`src/rtl/matmul_apb_master.sv`:
```
// rtl/matmul_apb_master.sv - APB initiator driving the matmul slave port from a valid/ready command stream
module matmul_apb_master #(
    parameter int BUS_WIDTH   = 64,
    parameter int ADDR_WIDTH  = 32,
    parameter int TIMEOUT_CYC = 255
) (
    input  logic                   clk_i,
    input  logic                   rst_ni,
    input  logic                   req_valid_i,
    output logic                   req_ready_o,
    input  logic                   req_write_i,
    input  logic [ADDR_WIDTH-1:0]  req_addr_i,
    input  logic [BUS_WIDTH-1:0]   req_wdata_i,
    input  logic [BUS_WIDTH/8-1:0] req_strb_i,
    output logic                   rsp_valid_o,
    input  logic                   rsp_ready_i,
    output logic [BUS_WIDTH-1:0]   rsp_rdata_o,
    output logic                   rsp_err_o,
    output logic                   rsp_timeout_o,
    output logic                   psel_o,
    output logic                   penable_o,
    output logic                   pwrite_o,
    output logic [ADDR_WIDTH-1:0]  paddr_o,
    output logic [BUS_WIDTH-1:0]   pwdata_o,
    output logic [BUS_WIDTH/8-1:0] pstrb_o,
    input  logic                   pready_i,
    input  logic [BUS_WIDTH-1:0]   prdata_i,
    input  logic                   pslverr_i
);

    typedef enum logic [1:0] {IDLE, SETUP, ACCESS, RESP} state_t;

    localparam int CW = (TIMEOUT_CYC > 1) ? $clog2(TIMEOUT_CYC + 1) : 1;
    localparam logic [CW-1:0] CNT_LAST = (TIMEOUT_CYC > 0) ? CW'(TIMEOUT_CYC - 1) : '0;

    state_t                   state_q, state_d;
    logic                     cap_req, cap_rsp, to_abort, cnt_inc, cnt_clr;
    logic [CW-1:0]            cnt_q;
    logic                     write_q;
    logic [ADDR_WIDTH-1:0]    addr_q;
    logic [BUS_WIDTH-1:0]     wdata_q;
    logic [BUS_WIDTH/8-1:0]   strb_q;
    logic [BUS_WIDTH-1:0]     rdata_q;
    logic                     err_q, timeout_q;

    always_ff @(posedge clk_i or negedge rst_ni) begin
        if (!rst_ni) state_q <= IDLE;
        else         state_q <= state_d;
    end

    always_comb begin
        state_d  = state_q;
        cap_req  = 1'b0;
        cap_rsp  = 1'b0;
        to_abort = 1'b0;
        cnt_inc  = 1'b0;
        cnt_clr  = 1'b0;
        case (state_q)
            IDLE: begin
                if (req_valid_i) begin
                    cap_req = 1'b1;
                    state_d = SETUP;
                end
            end
            SETUP: state_d = ACCESS;
            ACCESS: begin
                // PREADY takes priority over an expiring counter in the same cycle
                if (pready_i) begin
                    cap_rsp = 1'b1;
                    state_d = RESP;
                end else if (TIMEOUT_CYC > 0 && cnt_q == CNT_LAST) begin
                    to_abort = 1'b1;
                    state_d  = RESP;
                end else begin
                    cnt_inc = 1'b1;
                end
            end
            RESP: begin
                if (rsp_ready_i) begin
                    cnt_clr = 1'b1;
                    state_d = IDLE;
                end
            end
            default: state_d = IDLE;
        endcase
    end

    always_ff @(posedge clk_i or negedge rst_ni) begin
        if (!rst_ni) begin
            write_q   <= 1'b0;
            addr_q    <= '0;
            wdata_q   <= '0;
            strb_q    <= '0;
            cnt_q     <= '0;
            rdata_q   <= '0;
            err_q     <= 1'b0;
            timeout_q <= 1'b0;
        end else begin
            if (cap_req) begin
                write_q <= req_write_i;
                addr_q  <= req_addr_i;
                wdata_q <= req_wdata_i;
                strb_q  <= req_write_i ? req_strb_i : '0;
            end
            if (cnt_clr)      cnt_q <= '0;
            else if (cnt_inc) cnt_q <= cnt_q + 1'b1;
            if (cap_rsp) begin
                rdata_q   <= write_q ? '0 : prdata_i;
                err_q     <= pslverr_i;
                timeout_q <= 1'b0;
            end else if (to_abort) begin
                rdata_q   <= '0;
                err_q     <= 1'b1;
                timeout_q <= 1'b1;
            end
        end
    end

    assign req_ready_o   = (state_q == IDLE);
    assign psel_o        = (state_q == SETUP) || (state_q == ACCESS);
    assign penable_o     = (state_q == ACCESS);
    assign rsp_valid_o   = (state_q == RESP);
    assign pwrite_o      = write_q;
    assign paddr_o       = addr_q;
    assign pwdata_o      = wdata_q;
    assign pstrb_o       = strb_q;
    assign rsp_rdata_o   = rdata_q;
    assign rsp_err_o     = err_q;
    assign rsp_timeout_o = timeout_q;

endmodule

```
`config.mk`:
```
export PLATFORM = sky130hd
export DESIGN_NAME = matmul_apb_master
export DESIGN_NICKNAME = d
export VERILOG_FILES = /design/src/rtl/matmul_apb_master.sv
export SDC_FILE = /design/constraint.sdc
export NUM_CORES = 1
export LEC_CHECK = 0
export BUFFER_PORTS_ARGS = -buffer_cell sky130_fd_sc_hd__buf_2
export CELL_PAD_IN_SITES_DETAIL_PLACEMENT = 1
export CELL_PAD_IN_SITES_GLOBAL_PLACEMENT = 2
export CORE_ASPECT_RATIO = 1.75
export CORE_MARGIN = 3
export CORE_UTILIZATION = 31
export DETAILED_ROUTE_END_ITERATION = 10
export PLACE_DENSITY_LB_ADDON = 0.25
export SLEW_MARGIN = 20
export SYNTH_ARGS = -nofsm -noshare
export SYNTH_HDL_FRONTEND = slang
export SYNTH_SLANG_ARGS = --single-unit
export TNS_END_PERCENT = 1
```
`constraint.sdc`:
```
create_clock -name clk_i -period 2.7 [get_ports clk_i]
set_input_delay 0.27 -clock clk_i [delete_from_list [all_inputs] [get_ports clk_i]]
set_output_delay 0.27 -clock clk_i [all_outputs]
set_load 0.01 [all_outputs]
```
==> results_dict.tcl, run 1 <==
set metrics [dict create \
    outcome "complete, no violations" \
    startpoint "state_q[0]$_DFFE_PN0P_" \
    fin_crit_sh 0.761 \
    h-tree-depth 4 \
    numCtsBuffers 17 \
    drt.antenna.violating_nets 0 \
    power.density_nw_per_um2 1150 \
    nets 1197 \
    clk_pin_slew_ns 0.08 \
    overflow 0 \
    die_w_microns 127 \
    cp_data_arrival_time_ns 2.42 \
    synth_edf_count 0 \
    min_from "prdata_i[27]" \
    drc_errors 0 \
    initial_core_util 0.315 \
    synth_commonest_cells "dfrtp_1, mux2_2, nand2_1" \
    placementRows 77 \
    die_height_microns 218 \
    syn-num-nets 855 \
    synth_top_area_cell "dfrtp_1" \
    gr-usage-all-layers 0.182 \
    synthAdderAreaFrac 0.00943 \
    ys_seq_area_frac 0.569 \
    synthSimpleGateAreaFrac 0.114 \
    clock-sinks 181 \
    netlist_instances 674 \
    area_growth_pct 33.9 \
    synth_area_leaders "dfrtp_1, mux2_2, a22oi_1" \
    setup.worst_path.class "register to register" \
    critPathMaxStageDelay_ns 0.48 \
    via_per_inst 4.85 \
    maxCapViolCount 0 \
    endpoint_kind "register" \
    root_buffer "clkbuf_16" \
    synthArstFlopShare 1.00 \
    startpoint_type "register" \
    setup_tns_ns 0 \
    crit_required_ns 3.06 \
    numPortBuffers 349 \
    wl_per_cell_microns 18.7 \
    cts_buffer_depth 2 \
    netlist.area_leader.share 0.569 \
    worstHoldPathType "primary input to register" \
    synth_xor_area_frac 0 \
    finalMaxSlewViolations 0 \
    fillers 2889 \
    muxShareOfSynthArea 0.140 \
    slowest_stage "ha_1" \
    globalplace.congestion 0.771 \
    r2r-start "state_q[0]$_DFFE_PN0P_" \
    hold_viol_final 0 \
    crit_path_max_fanout 13 \
    fin_skew_ns 0.0117 \
    synth_ff_type "dfrtp_1" \
    leakagePower_nw 5.03 \
    firstDrtPassIters 4 \
    clock_latency_ns 0.44 \
    cts_tree "built" \
    clock.fmax_mhz 487 \
    ys_warn_count 0 \
    syn_area_per_cell_sq_um 11.8 \
    io_pins 350 \
    ys_seq_elements 181 \
    grt_max_degree 65 \
    setup_viol 0 \
    synth_most_common_cell "dfrtp_1" \
    drt_iter0_markers 205 \
    fin_crit_ns 2.06 \
    ir_drop_v 0.000696 \
    ys_types 48 \
    grt_pass1_wl_mm 39.4 \
    rsz0062_at_grt "no" \
    max_slew_margin 0.497 \
    crit_chain "inv_1, ha_1, nor2b_1, a21boi_2, mux2i_1" \
    core-area_sq_um 25200 \
    ctsResizeCount 0 \
    worstMarginPinSlew_ns 0.755 \
    drive_above_1_share 0.496 \
    synth_top_family_by_area "multiplexers" \
    power_w 0.0122 \
    dieArea_sq_um 27700 \
    antenna_found_initial 3 \
    syn_area_sq_um 7960 \
    vias 6533 \
    wl_mm 25.2 \
    synth_compound_area_frac 0.129 \
    hpwl_mm 18.4 \
    grt_pass1_vias 7161 \
]
[worst max-delay path: cells and delay by family (launching register included)]
family | cells | cell delay (ns)
fa+ha+maj | 1 | 0.48
simple gates | 1 | 0.35
mux | 1 | 0.22
flops | 1 | 0.38
buf+inv | 1 | 0.14
compound gates | 1 | 0.39
[path summary, 6_finish.rpt]
kind                                                to  slack, ns  depth (start not counted)
min reg2reg                     pstrb_o[0]$_DFFE_PN0P_       0.48                          2
min                        rsp_rdata_o[27]$_DFFE_PN0P_       0.04                          3
max reg2reg                       cnt_q[1]$_DFFE_PN0P_       0.64                          5
max                               cnt_q[1]$_DFFE_PN0P_       0.64                          5
min in group asynchronous  rsp_rdata_o[47]$_DFFE_PN0P_       0.35                          2
max in group asynchronous      paddr_o[13]$_DFFE_PN0P_       1.65                          3
[sequential cells by signal, indices dropped and copies added (netlist names)]
signal,count
cnt_q,8
rsp_timeout_o,1
pstrb_o,8
pwdata_o,64
state_q,2
pwrite_o,1
rsp_err_o,1
rsp_rdata_o,64
paddr_o,32
[layout by cell type (no fill, tap or decap), types with 3 or more instances in the layout]
cell,netlist,layout
nand2_1,87,86
a22oi_1,63,63
clkinvlp_4,0,3
o21ai_0,27,27
nor2b_1,67,67
clkinv_2,0,3
diode_2,0,3
ha_1,6,6
clkbuf_16,0,17
inv_1,4,4
mux2_2,97,97
buf_4,7,16
dfrtp_1,181,181
buf_12,0,6
a211oi_1,3,3
inv_6,0,5
buf_2,16,348
a21oi_1,4,4
o21ai_1,46,46
[per-stage QoR]
step | std cells | setup WS (ns) | util | cell area [sq um] | hold WS, ns
2_1_floorplan | 674 | 1.03 | - | 7960 | -0.0256
3_3_place_gp | 1311 | 0.689 | 0.399 | 10100 | 0.265
3_5_place_dp | 1311 | 0.630 | 0.399 | 10100 | 0.260
4_1_cts | 1345 | 0.612 | 0.422 | 10700 | 0.00251
5_1_grt | 1347 | 0.452 | 0.422 | 10700 | 0.0195
6_report | 1348 | 0.645 | 0.422 | 10700 | 0.0409
[power by group]
| part | total [W] | switching [W] | internal [W] |
|---|---|---|---|
| clock network | 0.00245 | 0.00115 | 0.00131 |
| logic | 0.00506 | 0.00256 | 0.00251 |
| registers | 0.00471 | 0.000739 | 0.00397 |
| total | 0.0122 | 0.00444 | 0.00778 |
[metal layers]
metal	GRT usage	up-vias	routed length [microns]
met1	0.202	3216	9540
met3	0.0767	24	2220
li1	-	3057	-
met2	0.316	236	13000
met5	0	-	0
met4	0.0544	0	448
[kinds of logic (layout without fill, tap and decap cells)]
kind of cell	after synthesis	in the layout
adders and majority gates	6	6
and+or+nand+nor	174	174
AOI/OAI and AO/OA	159	159
muxes	99	99
buffers and inverters	55	410
other	0	3
DFF	181	181
[area by class of cell]
| cell class | count | area (sq um) | area share |
|---|---|---|---|
| clock buffer | 19 | 443 | 0.0415 |
| antenna | 3 | 7.51 | 0.000704 |
| clock inverter | 13 | 120 | 0.0113 |
| sequential | 181 | 4530 | 0.425 |
| tap | 316 | 395 | 0.0371 |
| inverter | 5 | 18.8 | 0.00176 |
| multi-input combinational | 438 | 3130 | 0.294 |
| timing repair buffer | 373 | 2010 | 0.189 |
[repair_timing]
item	4_1_cts	5_1_grt
hold buffers	2	0
setup buffers	0	0
hold endpoints to repair	44	0
(Power assumes the default switching activity.)
==> inputs of run 2 (changes only) <==
- ABC_AREA: not set -> 1
- CORE_UTILIZATION: 31 -> 25
- clock period: 2.7 -> 2 ns (I/O delays scaled with it)
==> run 2 against run 1 <==
First-iteration DRC count rose by 22%; routed wire length rose by 7.8%; final cell count rose by 28%; critical path type unchanged.
==> results_dict.tcl, run 2 <==
set metrics [dict create \
    outcome "complete, no violations" \
    ys_seq_area_frac 0.626 \
    synth_area_leaders "dfrtp_1, nand2_1, nand3_1" \
    globalplace.congestion 0.767 \
    rsz0062_at_grt "no" \
    syn-num-nets 1009 \
    nets 1512 \
    via_per_inst 4.26 \
    ys_warn_count 0 \
    overflow 0 \
    hpwl_mm 18.6 \
    synth_top_area_cell "dfrtp_1" \
    netlist_instances 828 \
    r2r_slack_ns 0.19 \
    setup.worst_path.class "register to register" \
    cp_top_family "simple AND/OR/NAND/NOR gates" \
    utilization 0.415 \
    gr-usage-all-layers 0.177 \
    worstMarginPinSlew_ns 0.678 \
    dp.cells 1521 \
    critPathMaxStageDelay_ns 0.40 \
    worstHoldPathType "primary input to register" \
    holdWs_ns 0.0328 \
    cts_tree "built" \
    ff2ff_path_depth 9 \
    leakagePower_nw 6.59 \
    synth_edf_count 0 \
    drive_above_1_share 0.303 \
    cts_buffer_depth 2 \
    synthArstFlopShare 1.00 \
    hold_viol_final 0 \
    max_slew_margin 0.548 \
    drc_errors 0 \
    instances_no_fill 1719 \
    endpoint_kind "register" \
    root_buffer "clkbuf_16" \
    placementRows 81 \
    core-area_sq_um 28300 \
    rr_endpoint "cnt_q[6]$_DFFE_PN0P_" \
    firstDrtPassIters 4 \
    startpoint_type "register" \
    die_w_microns 135 \
    clk_pin_slew_ns 0.07 \
    fin_skew_ns 0.00611 \
    slowest_stage "dfrtp_1" \
    crit_chain "inv_1, ha_1, inv_1, nor2_2, inv_1, a21oi_2, nor2_2, nand2_1, nand2_1" \
    min_path_cells 3 \
    crit_path_max_fanout 9 \
    netlist.area_leader.share 0.626 \
    antenna_found_initial 4 \
    syn_area_per_cell_sq_um 8.74 \
    min_to "pstrb_o[3]$_DFFE_PN0P_" \
    numCtsBuffers 17 \
    drt_iter0_markers 250 \
    grt_pass1_wl_mm 43.6 \
    clock.fmax_mhz 553 \
    dieArea_sq_um 31100 \
    setup_tns_ns 0 \
    synth_ff_type "dfrtp_1" \
    final_common_cell "nand2_1" \
    setup_viol 0 \
    r2r-start "state_q[0]$_DFFE_PN0P_" \
    initial_core_util 0.256 \
    die_height_microns 231 \
    area_growth_pct 62.1 \
    drt.antenna.violating_nets 0 \
    grt_max_degree 113 \
    ir_drop_v 0.000616 \
    syn_area_sq_um 7240 \
    grt_pass1_vias 8163 \
    maxCapViolCount 0 \
    finalMaxSlewViolations 0 \
    finalInstanceArea_sq_um 11700 \
    io_pins 350 \
    ctsResizeCount 0 \
    clock-sinks 181 \
    ys_seq_elements 181 \
    vias 7330 \
    wl_per_cell_microns 15.8 \
    wl_mm 27.2 \
    crit_required_ns 2.32 \
    min_from "req_strb_i[3]" \
    fin_crit_sh 0.905 \
    synth_most_common_cell "nand2_1" \
    synth_commonest_cells "nand2_1, dfrtp_1, nand3_1" \
    ys_types 23 \
    final_cell_mix "nand2_1, buf_2, dfrtp_1" \
    cp_data_arrival_time_ns 2.13 \
    placed_area_sq_um 9450 \
    power.density_nw_per_um2 1400 \
    h-tree-depth 4 \
    fin_crit_ns 1.81 \
    numPortBuffers 349 \
    clock_latency_ns 0.44 \
    timing.critical_path.buf_inv 3 \
    crit_top_cell "inv_1" \
]
## run 2: logic make-up (layout without fill, tap and decap cells)
kind of cell               Yosys count  count (layout)  share of synthesized area
DFF                                181             181                      0.626
AOI/OAI and AO/OA                   11              11                    0.00813
adders and majority gates            6               6                     0.0104
and+or+nand+nor                    566             566                      0.312
xor gates and xnor gates             3               3                    0.00363
buffers and inverters               61             577                     0.0401
other                                0               2                          0
## run 2: worst reg2reg max path, stage by stage, from the launching register on
cell,delay [ns]
dfrtp_1,0.40
inv_1,0.11
ha_1,0.26
inv_1,0.07
nor2_2,0.15
inv_1,0.07
a21oi_2,0.34
nor2_2,0.15
nand2_1,0.09
nand2_1,0.06
## run 2: cell type report
class | instances | area (sq um)
flip-flops and latches | 181 | 4530
diodes | 2 | 5.00
repair buffers | 527 | 3600
clock inverters | 13 | 193
multi-input cells | 586 | 2420
inverters | 18 | 70.1
fillers | 3393 | 16500
well taps | 373 | 467
clock buffers | 19 | 443
## run 2: how the worst max path moves through the flow
stage                                       from                    to  slack (ns)  cells after the start
final                     state_q[0]$_DFFE_PN0P_  cnt_q[6]$_DFFE_PN0P_        0.19                      9
after global routing      state_q[0]$_DFFE_PN0P_  cnt_q[3]$_DFFE_PN0P_        0.01                      9
after CTS                 state_q[0]$_DFFE_PN0P_  cnt_q[6]$_DFFE_PN0P_        0.16                      9
after detailed placement  state_q[0]$_DFFE_PN0P_  cnt_q[6]$_DFFE_PN0P_        0.17                      9
after global placement    state_q[0]$_DFFE_PN0P_  cnt_q[6]$_DFFE_PN0P_        0.24                      9
after floorplan           state_q[0]$_DFFE_PN0P_  cnt_q[7]$_DFFE_PN0P_        0.41                      9
## run 2: metal layers
metal | up-vias | wire, microns | GRT usage
li1 | 3549 | - | -
met1 | 3465 | 10600 | 0.196
met2 | 264 | 14000 | 0.316
met3 | 48 | 1680 | 0.0513
met4 | 4 | 900 | 0.0748
met5 | - | 14 | 0
## run 2: timing repair
action | CTS | global route
endpoints found under the hold margin | 202 | 0
hold buffers | 164 | 0
setup buffers | 0 | 0
## run 2: power by group
group          total (W)  internal (W)  leakage [nW]  switching [W]
clock            0.00368       0.00215         0.305        0.00153
combinational    0.00653       0.00254          3.98        0.00399
sequential       0.00620       0.00533          2.30       0.000876
total             0.0164        0.0100          6.59        0.00640
## run 2: stage by stage
stage	worst slack, ns	total power, W
2_1_floorplan	0.409	0.00951
3_3_place_gp	0.239	0.0125
6_report	0.191	0.0164
3_5_place_dp	0.169	0.0127
4_1_cts	0.161	0.0168
5_1_grt	0.00952	0.0177
